## src/rtl/slope_cycle_ctrl_pkg.sv

```systemverilog
// ---------------------------------------------------------------------------
// slope_cycle_ctrl_pkg
//   Shared encodings for the slope cycle controller and anything else that
//   consumes slope-detector direction flags.
//
//   Contents:
//     ST_*            FSM state encodings (IDLE, ARM, RUN, DONE)
//     DIR_*           direction encodings (NONE, POS, NEG)
//     dir_update()    next direction given current direction and posen/negen
// ---------------------------------------------------------------------------
package slope_cycle_ctrl_pkg;

  // Controller states
  localparam logic [1:0] ST_IDLE = 2'd0;
  localparam logic [1:0] ST_ARM  = 2'd1;
  localparam logic [1:0] ST_RUN  = 2'd2;
  localparam logic [1:0] ST_DONE = 2'd3;

  // Direction of the sample stream as last reported by the slope detector
  localparam logic [1:0] DIR_NONE = 2'd0;
  localparam logic [1:0] DIR_POS  = 2'd1;
  localparam logic [1:0] DIR_NEG  = 2'd2;

  // A single asserted flag sets the direction. Both flags high is a detector
  // glitch and both low is a flat stretch; in either case the last known
  // direction is kept so a plateau does not look like a turning point.
  function automatic logic [1:0] dir_update(input logic [1:0] cur,
                                            input logic       posen,
                                            input logic       negen);
    logic [1:0] nxt;
    nxt = cur;
    case ({posen, negen})
      2'b10:   nxt = DIR_POS;
      2'b01:   nxt = DIR_NEG;
      default: nxt = cur;
    endcase
    return nxt;
  endfunction

endpackage

```

## src/rtl/slope_dir_track.sv

```systemverilog
// ---------------------------------------------------------------------------
// slope_dir_track
//   Keeps the last known slope direction and flags turning points.
//
//   Ports:
//     clk        in   system clock
//     reset      in   asynchronous active-high reset (dir -> NONE)
//     clear      in   synchronous clear of dir to NONE (start of a new run)
//     posen      in   slope detector: sample rising
//     negen      in   slope detector: sample falling
//     trough_ev  out  falling -> rising turn seen this clock
//     peak_ev    out  rising -> falling turn seen this clock
//     dir_change out  direction register will change on this clock
// ---------------------------------------------------------------------------
module slope_dir_track
  import slope_cycle_ctrl_pkg::*;
(
  input  logic clk,
  input  logic reset,
  input  logic clear,
  input  logic posen,
  input  logic negen,
  output logic trough_ev,
  output logic peak_ev,
  output logic dir_change
);

  logic [1:0] dir_reg;
  logic [1:0] dir_next;

  always_comb begin
    dir_next = dir_update(dir_reg, posen, negen);
  end

  always_ff @(posedge clk or posedge reset) begin
    if (reset) begin
      dir_reg <= DIR_NONE;
    end else if (clear) begin
      dir_reg <= DIR_NONE;
    end else begin
      dir_reg <= dir_next;
    end
  end

  // Events look at the registered direction and the live flags, so a turn is
  // reported in the same clock the detector first shows the new slope.
  // Requiring the opposite flag low keeps a both-high glitch from counting.
  assign trough_ev  = (dir_reg == DIR_NEG) && posen && !negen;
  assign peak_ev    = (dir_reg == DIR_POS) && negen && !posen;

  // NONE -> POS/NEG also counts as a change: the watchdog only needs to know
  // the stream is still moving.
  assign dir_change = (dir_next != dir_reg);

endmodule

```

## src/rtl/slope_cycle_ctrl.sv

```systemverilog
// ---------------------------------------------------------------------------
// slope_cycle_ctrl
//   Sequencer for a waveform generator + slope detector pair. Enables the
//   generator on start, waits for the first trough, then measures the
//   trough-to-trough period and the peak/trough sample values for a
//   programmed number of cycles before stopping the generator. A watchdog
//   aborts the run if the direction stops changing.
//
//   Ports:
//     clk           in   system clock, rising edge
//     reset         in   asynchronous active-high reset
//     start         in   begin a run (accepted only in IDLE or DONE)
//     ncycles       in   cycles to measure, sampled on accepted start (0 -> 1)
//     datain        in   current sample (same as slope detector input)
//     posen/negen   in   slope detector rising / falling flags
//     gen_en        out  waveform generator enable
//     busy          out  high in ARM or RUN
//     done          out  high in DONE
//     period        out  last trough-to-trough length in clocks
//     period_valid  out  one-clock pulse when period/peak/trough updated
//     peak          out  datain at the last rising->falling turn
//     trough        out  datain at the last falling->rising turn
//     cyc_done      out  cycles completed in this run
//     timeout_err   out  sticky watchdog flag, cleared by accepted start
// ---------------------------------------------------------------------------
module slope_cycle_ctrl
  import slope_cycle_ctrl_pkg::*;
#(
  parameter int WIDTH      = 16,
  parameter int CNT_WIDTH  = 16,
  parameter int NCYC_WIDTH = 8,
  parameter int TIMEOUT    = 1024
) (
  input  logic                  clk,
  input  logic                  reset,
  input  logic                  start,
  input  logic [NCYC_WIDTH-1:0] ncycles,
  input  logic [WIDTH-1:0]      datain,
  input  logic                  posen,
  input  logic                  negen,
  output logic                  gen_en,
  output logic                  busy,
  output logic                  done,
  output logic [CNT_WIDTH-1:0]  period,
  output logic                  period_valid,
  output logic [WIDTH-1:0]      peak,
  output logic [WIDTH-1:0]      trough,
  output logic [NCYC_WIDTH-1:0] cyc_done,
  output logic                  timeout_err
);

  // Watchdog fires on the clock that would make TIMEOUT quiet clocks.
  localparam logic [CNT_WIDTH-1:0] WD_LAST = CNT_WIDTH'(TIMEOUT - 1);

  // Registered state
  logic [1:0]            state_reg,        state_next;
  logic [NCYC_WIDTH-1:0] ncyc_reg,         ncyc_next;
  logic [CNT_WIDTH-1:0]  cnt_reg,          cnt_next;
  logic [CNT_WIDTH-1:0]  wd_reg,           wd_next;
  logic [CNT_WIDTH-1:0]  period_reg,       period_next;
  logic [WIDTH-1:0]      peak_reg,         peak_next;
  logic [WIDTH-1:0]      trough_reg,       trough_next;
  logic [NCYC_WIDTH-1:0] cyc_done_reg,     cyc_done_next;
  logic                  period_valid_reg, period_valid_next;
  logic                  timeout_err_reg,  timeout_err_next;

  // Direction tracker interface
  logic dir_clear;
  logic trough_ev;
  logic peak_ev;
  logic dir_change;

  logic [NCYC_WIDTH-1:0] cyc_inc;

  slope_dir_track u_dir (
    .clk        (clk),
    .reset      (reset),
    .clear      (dir_clear),
    .posen      (posen),
    .negen      (negen),
    .trough_ev  (trough_ev),
    .peak_ev    (peak_ev),
    .dir_change (dir_change)
  );

  always_comb begin
    state_next        = state_reg;
    ncyc_next         = ncyc_reg;
    cnt_next          = cnt_reg;
    wd_next           = wd_reg;
    period_next       = period_reg;
    peak_next         = peak_reg;
    trough_next       = trough_reg;
    cyc_done_next     = cyc_done_reg;
    timeout_err_next  = timeout_err_reg;
    period_valid_next = 1'b0;
    dir_clear         = 1'b0;
    cyc_inc           = cyc_done_reg + NCYC_WIDTH'(1);

    case (state_reg)
      ST_IDLE, ST_DONE: begin
        // Measured values are left alone so the last run stays readable
        // until a new run actually produces fresh ones.
        if (start) begin
          state_next       = ST_ARM;
          ncyc_next        = (ncycles == '0) ? NCYC_WIDTH'(1) : ncycles;
          cyc_done_next    = '0;
          timeout_err_next = 1'b0;
          cnt_next         = '0;
          wd_next          = '0;
          dir_clear        = 1'b1;
        end
      end

      ST_ARM, ST_RUN: begin
        // Watchdog: any direction change restarts it. A trough or peak is
        // itself a direction change, so an event on the expiry clock wins.
        if (dir_change) begin
          wd_next = '0;
        end else if (wd_reg == WD_LAST) begin
          wd_next          = '0;
          timeout_err_next = 1'b1;
          state_next       = ST_DONE;
        end else begin
          wd_next = wd_reg + CNT_WIDTH'(1);
        end

        if (state_reg == ST_ARM) begin
          // The first trough only opens the measurement window; the partial
          // cycle before it is not reported.
          if (trough_ev) begin
            state_next  = ST_RUN;
            cnt_next    = CNT_WIDTH'(1);
            trough_next = datain;
          end
        end else begin
          if (cnt_reg != '1) begin
            cnt_next = cnt_reg + CNT_WIDTH'(1);
          end

          if (peak_ev) begin
            peak_next = datain;
          end

          // The counter was set to 1 on the trough clock and counts every
          // clock after, so on the next trough it holds the full
          // trough-to-trough distance.
          if (trough_ev) begin
            period_next       = cnt_reg;
            trough_next       = datain;
            period_valid_next = 1'b1;
            cyc_done_next     = cyc_inc;
            cnt_next          = CNT_WIDTH'(1);
            if (cyc_inc == ncyc_reg) begin
              state_next = ST_DONE;
            end
          end
        end
      end

      default: begin
        state_next = ST_IDLE;
      end
    endcase
  end

  always_ff @(posedge clk or posedge reset) begin
    if (reset) begin
      state_reg        <= ST_IDLE;
      ncyc_reg         <= '0;
      cnt_reg          <= '0;
      wd_reg           <= '0;
      period_reg       <= '0;
      peak_reg         <= '0;
      trough_reg       <= '0;
      cyc_done_reg     <= '0;
      period_valid_reg <= 1'b0;
      timeout_err_reg  <= 1'b0;
    end else begin
      state_reg        <= state_next;
      ncyc_reg         <= ncyc_next;
      cnt_reg          <= cnt_next;
      wd_reg           <= wd_next;
      period_reg       <= period_next;
      peak_reg         <= peak_next;
      trough_reg       <= trough_next;
      cyc_done_reg     <= cyc_done_next;
      period_valid_reg <= period_valid_next;
      timeout_err_reg  <= timeout_err_next;
    end
  end

  // Status is decoded straight from the state register: gen_en rises on the
  // clock start is accepted and drops on the clock DONE is entered.
  assign busy         = (state_reg == ST_ARM) || (state_reg == ST_RUN);
  assign gen_en       = busy;
  assign done         = (state_reg == ST_DONE);
  assign period       = period_reg;
  assign period_valid = period_valid_reg;
  assign peak         = peak_reg;
  assign trough       = trough_reg;
  assign cyc_done     = cyc_done_reg;
  assign timeout_err  = timeout_err_reg;

endmodule

```

## config.mk

```make
export PLATFORM = sky130hd
export DESIGN_NAME = slope_cycle_ctrl
export DESIGN_NICKNAME = d
export VERILOG_FILES = /design/src/rtl/slope_cycle_ctrl_pkg.sv /design/src/rtl/slope_dir_track.sv /design/src/rtl/slope_cycle_ctrl.sv
export SDC_FILE = /design/constraint.sdc
export NUM_CORES = 1
export LEC_CHECK = 0
export ABC_CLOCK_PERIOD_IN_PS = 7300
export CAP_MARGIN = 15
export CORE_MARGIN = 10
export CORE_UTILIZATION = 55
export DETAILED_ROUTE_END_ITERATION = 6
export MAX_ROUTING_LAYER = met4
export PLACE_DENSITY = 0.82
export SLEW_MARGIN = 10
export SYNTH_ARGS = -nofsm -noshare
export SYNTH_HDL_FRONTEND = slang
export SYNTH_SLANG_ARGS = --single-unit
export TNS_END_PERCENT = 50
```

## constraint.sdc

```tcl
create_clock -name clk -period 7.3 [get_ports clk]
set_input_delay 2.19 -clock clk [delete_from_list [all_inputs] [get_ports clk]]
set_output_delay 2.19 -clock clk [all_outputs]
set_load 0.03 [all_outputs]
```

After elaboration in Yosys (flattened, before gate mapping) --
Index checks and enable logic that the tools add are counted.
Storage, ports and cells: bits in registers 102, latch bits 0, bits in writable memories 0, memory bits (read-only) 0, input port bits 29, output and inout port bits 61, memories 0
Operators by class: add/subtract/negate cells 3, multipliers 0, divide/modulo/power cells 0, order comparisons 0, equal/unequal tests 18, shift-type cells 0, mux-type cells 33, bitwise gates (word level) 1, reductions and logical operators 18
Operators by type and width (count):
- 16-bit two-way mux | 7
- 16-bit case mux with 2 select lines | 2
- 16-bit by 1-bit adder with 16-bit output, second input constant | 2
- 8-bit two-way mux | 4
- 16-bit by 10-bit == test with 1-bit output, second input constant | 1
- 2-bit two-way mux | 8
- 16-bit inequality test, second input constant | 1
- 8-bit case mux with 2 select lines | 1
- 3-bit AND reduction | 5
- 2-bit inequality test, second input constant | 5
- 8-bit by 1-bit adder with 8-bit output, second input constant | 1
- 2-bit == test, second input constant | 4
- 8-bit == test | 1
- 8-bit zero test | 1
- 1-bit two-way mux | 8
- 2-bit case mux with 2 select lines | 2
- 2-bit by 1-bit == test with 1-bit output, second input constant | 3
- 3-bit inequality test, second input constant | 2
- 1-bit logical AND | 4
- 2-bit AND reduction | 2
- 2-bit OR reduction | 2
- 1-bit zero test | 2
- 2-bit zero test | 1
- 2-bit inequality test | 1
- other kinds (3) | 3

Depth between registers and ports, before layout --
depth after elaboration 8, gate-level depth with buffers 10, depth with buffers taken out 8

By module --
Synthesis repeated with hierarchy kept, for this count alone.
Unflattened totals: cells, all modules 438, area, all modules 4803.4 um2
By module, submodules not included:
- slope_cycle_ctrl | instances 1, cells each 422, area each 4649.5 um2, seq. area each 2502.4 um2
- slope_dir_track | instances 1, cells each 16, area each 153.9 um2, seq. area each 50.0 um2

Worst setup path before layout --
Ideal clock, no wire load.
path type reg-to-output, from register state_reg[0], to output port gen_en, data arrival time 1.389 ns, required time 5.110 ns, setup slack 3.721 ns, stages on the path, launching flop included 6, cell sequence dfrtp_1 -> inv_1 -> ha_1 -> buf_4 -> inv_1 -> buf_4
On the way: longest elaborated chain between the ends 2, elaborated cells on any way between the ends 3
RTL lines:
- start, declared | RTL line slope_cycle_ctrl.sv:56 | logic [1:0] state_reg, state_next;
- start signal, assigned | RTL line slope_cycle_ctrl.sv:180 | state_reg <= state_next;
- 2-bit by 1-bit == test with 1-bit output or 2-bit == test (tied branches) | RTL line slope_cycle_ctrl.sv:195 | assign busy = (state_reg == ST_ARM) || (state_reg == ST_RUN);
- 1-bit logical OR * | RTL line slope_cycle_ctrl.sv:195
- end, declared | RTL line slope_cycle_ctrl.sv:41 | output logic gen_en,
Every way passes the cells marked *; elsewhere a longest branch is shown, timed or not.

Worst setup path in the final report --
from register state_reg[0], to output port busy
On the way: longest elaborated chain between the ends 2, elaborated cells on any way between the ends 3
RTL lines:
- 2-bit by 1-bit == test with 1-bit output or 2-bit == test (tied branches) | RTL line slope_cycle_ctrl.sv:195
- 1-bit logical OR * | RTL line slope_cycle_ctrl.sv:195
- end, declared | RTL line slope_cycle_ctrl.sv:42 | output logic busy,
Marked as above.

==> metrics.txt <==
Data required, critical path=5.11 ns; largest net degree at the start of global routing=slightly below 80; max-cap violations=0; synthesis-stage register bit count=~100; cell area after layout=between 5000 and 6000 um2; Die X-Extent=113 um; Clock Skews=0.0104 ns; Synth Cell Area=about 4700 um2; initial antenna violation count=0; Synthesis Warnings=0; die area=approximately 13000 um2; Startpoint Class=flop; Worst R2R Path Depth=8; WP data arrival=roughly 2.3 ns; Max clock buf depth=2; TritonCTS clock tree=yes; Max-slew headroom=between 30% and 40%; ys flop type=dfrtp_1; antenna cells=0; top cell type's share of synthesized area=a little over half; H-Tree Depth=3; Power Density=297 nW/um2; Tmin final=between 4 and 5 ns; share of layout cells above drive strength 1=approximately 14%; Setup Viol. Count Final=0; io pins=90; NumNets Final=561; Post-Syn Instances=438; Num CTS Buffers=9; sequential area share after synthesis=between 50% and 60%; total grt overflow=0; Fmax=approximately 0.22 GHz; Post-DP Area=roughly 5700 um2; std cell rows=33; post-synth net total=between 400 and 500; worst min path class=reg -> reg; area delta synth->final=25.2%; fin util=71.5%; fin crit share=61.0%; ANT nets after route=0; WL per Instance=~17 um; first-pass GRT wire length=about 18 mm; post-CTS setup buffer count=0; routed wire length=about 11 mm; Worst Hold Margin=roughly 0.48 ns; outcome=complete, no violations; unique cell type count in the Yosys netlist=49; GP Congestion=approximately 0.84; setup TNS=0 ns; worst skew pair latency=0.35 ns; Max Slew Vio Count=0; DP Wirelength=~7.9 mm; final hold vios=0; CTS Hold Bufs=0; Initial Util=57.1%; hold path cells=2; Setup WS pre-CTS=between 2 and 3 ns; DR vias=3456; CTS sink cnt=between 100 and 150; asr flop ratio synth=100%; drc violations=0; first drt pass iteration count=4; CP endpoint kind=output port; kind of critical path=reg -> out; post_cts resized=0; Worst VDD drop=roughly 0.21 mV; Starting DRT DRC Count=116; clock transition at the registers of the reported paths=about 0.1 ns; RSZ-0062 raised after global routing=no; core area=8300 um2; final worst slack=around 2.8 ns; vias in the first global route=roughly 3600; Die Span Y=113 um; CP Max Fanout=9; Worst-Margin Slew=between 0.9 and 1 ns; GRT Total Usage=between 10% and 20%; Synth area leaders=dfrtp_1 (54%), mux2_2 (9.5%), nand2_1 (6.5%); port buffer count=89; vias per cell=roughly 5.5; cell accounting for the most synthesized area=dfrtp_1; Mean Syn Cell Area=between 10 and 15 um2; Leakage=2.70 nW; Root Buffer=clkbuf_8; Post-synth EDFFs=0
[cells by family (layout without fill, tap and decap cells)]
| logic type | count (synthesis) | count (layout) | share of synthesized area (%) |
|---|---|---|---|
| xor gates and xnor gates | 39 | 39 | 7.21 |
| and+or+nand+nor | 183 | 183 | 19.2 |
| buffers and inverters | 26 | 116 | 2.48 |
| muxes | 45 | 45 | 10.6 |
| DFF | 102 | 102 | 53.9 |
| adders and majority gates | 8 | 8 | 2.11 |
| AOI/OAI and AO/OA | 35 | 35 | 4.59 |
[synthesized netlist by cell type (3+ instances only)]
master / count
ha_1: 8
mux2i_1: 5
nor2b_1: 3
nand2_1: 82
nor4_1: 3
clkbuf_1: 7
buf_2: 6
o21ai_0: 13
inv_1: 10
a21oi_1: 10
dfrtp_1: 102
nand3_1: 12
nor2_1: 41
xor2_1: 23
nor3_1: 6
nand4_1: 10
xnor2_1: 16
mux2_2: 40
[critical path, cell delays in order, from the launching register on]
cell             delay [ns]
dfrtp_1                0.41
inv_1                  0.09
ha_1                   0.41
inv_1                  0.26
clkdlybuf4s50_1        0.74
[power by group]
group | internal, mW | leakage, nW | switching [mW] | total [mW]
Combinational | 0.249 | 1.22 | 0.369 | 0.618
Clock | 0.227 | 0.113 | 0.185 | 0.412
Sequential | 0.663 | 1.37 | 0.0711 | 0.734
[metrics by stage]
| stage | total power [mW] | cells |
|---|---|---|
| after floorplan | 1.14 | 438 |
| final | 1.76 | 633 |
| after global placement | 1.35 | 618 |
| after detailed placement | 1.37 | 618 |
| after CTS | 1.78 | 633 |
| after global routing | 1.86 | 633 |
[cells in the final DEF (no fill, tap or decap), types with 2 or more instances in the layout]
cell type and instances:
nor3_1 6, or3_1 2, nor2b_1 3, bufinv_16 3, mux2i_1 5, xnor2_1 16
inv_1 9, nand2_1 82, nand2_4 2, a21oi_1 10, nor2_1 41, mux2_2 40
o211ai_1 2, o21ai_0 13, nand3_1 12, nand4_1 10, and2_1 2, a211oi_1 2
xor2_1 23, clkdlybuf4s50_1 89, nor2_2 2, nor4_1 3, buf_4 2, nand4_2 2
dfrtp_1 102, ha_1 8, a22o_1 2, clkbuf_8 9, nor3_2 2
[metal layers]
layer  GRT usage (%)  share of wire [%]  vias up
met2            29.4                 53       74
met5               -                  0        -
met1            18.9                 41     1722
met3            4.70                4.7       11
met4            4.48               0.98        0
li1                -                  -     1649
[final cells by class]
class	instances	area (um2)
Sequential cell	102	2550
Fill cell	595	2370
Multi-Input combinational cell	310	2070
Timing Repair Buffer	91	906
Tap cell	105	131
Clock buffer	10	128
Clock inverter	5	106
Inverter	10	40.0
[final timing paths]
check	start	end	slack (ns)
max in group asynchronous	reset	cyc_done[6]	3.89
min reg2reg	trough[4]	trough[4]	0.48
min in group asynchronous	reset	period[13]	2.15
max	state_reg[0]	busy	2.85
min	trough[4]	trough[4]	0.48
max reg2reg	state_reg[0]	cyc_done[2]	4.75
Power figures use the tool's default switching activity.
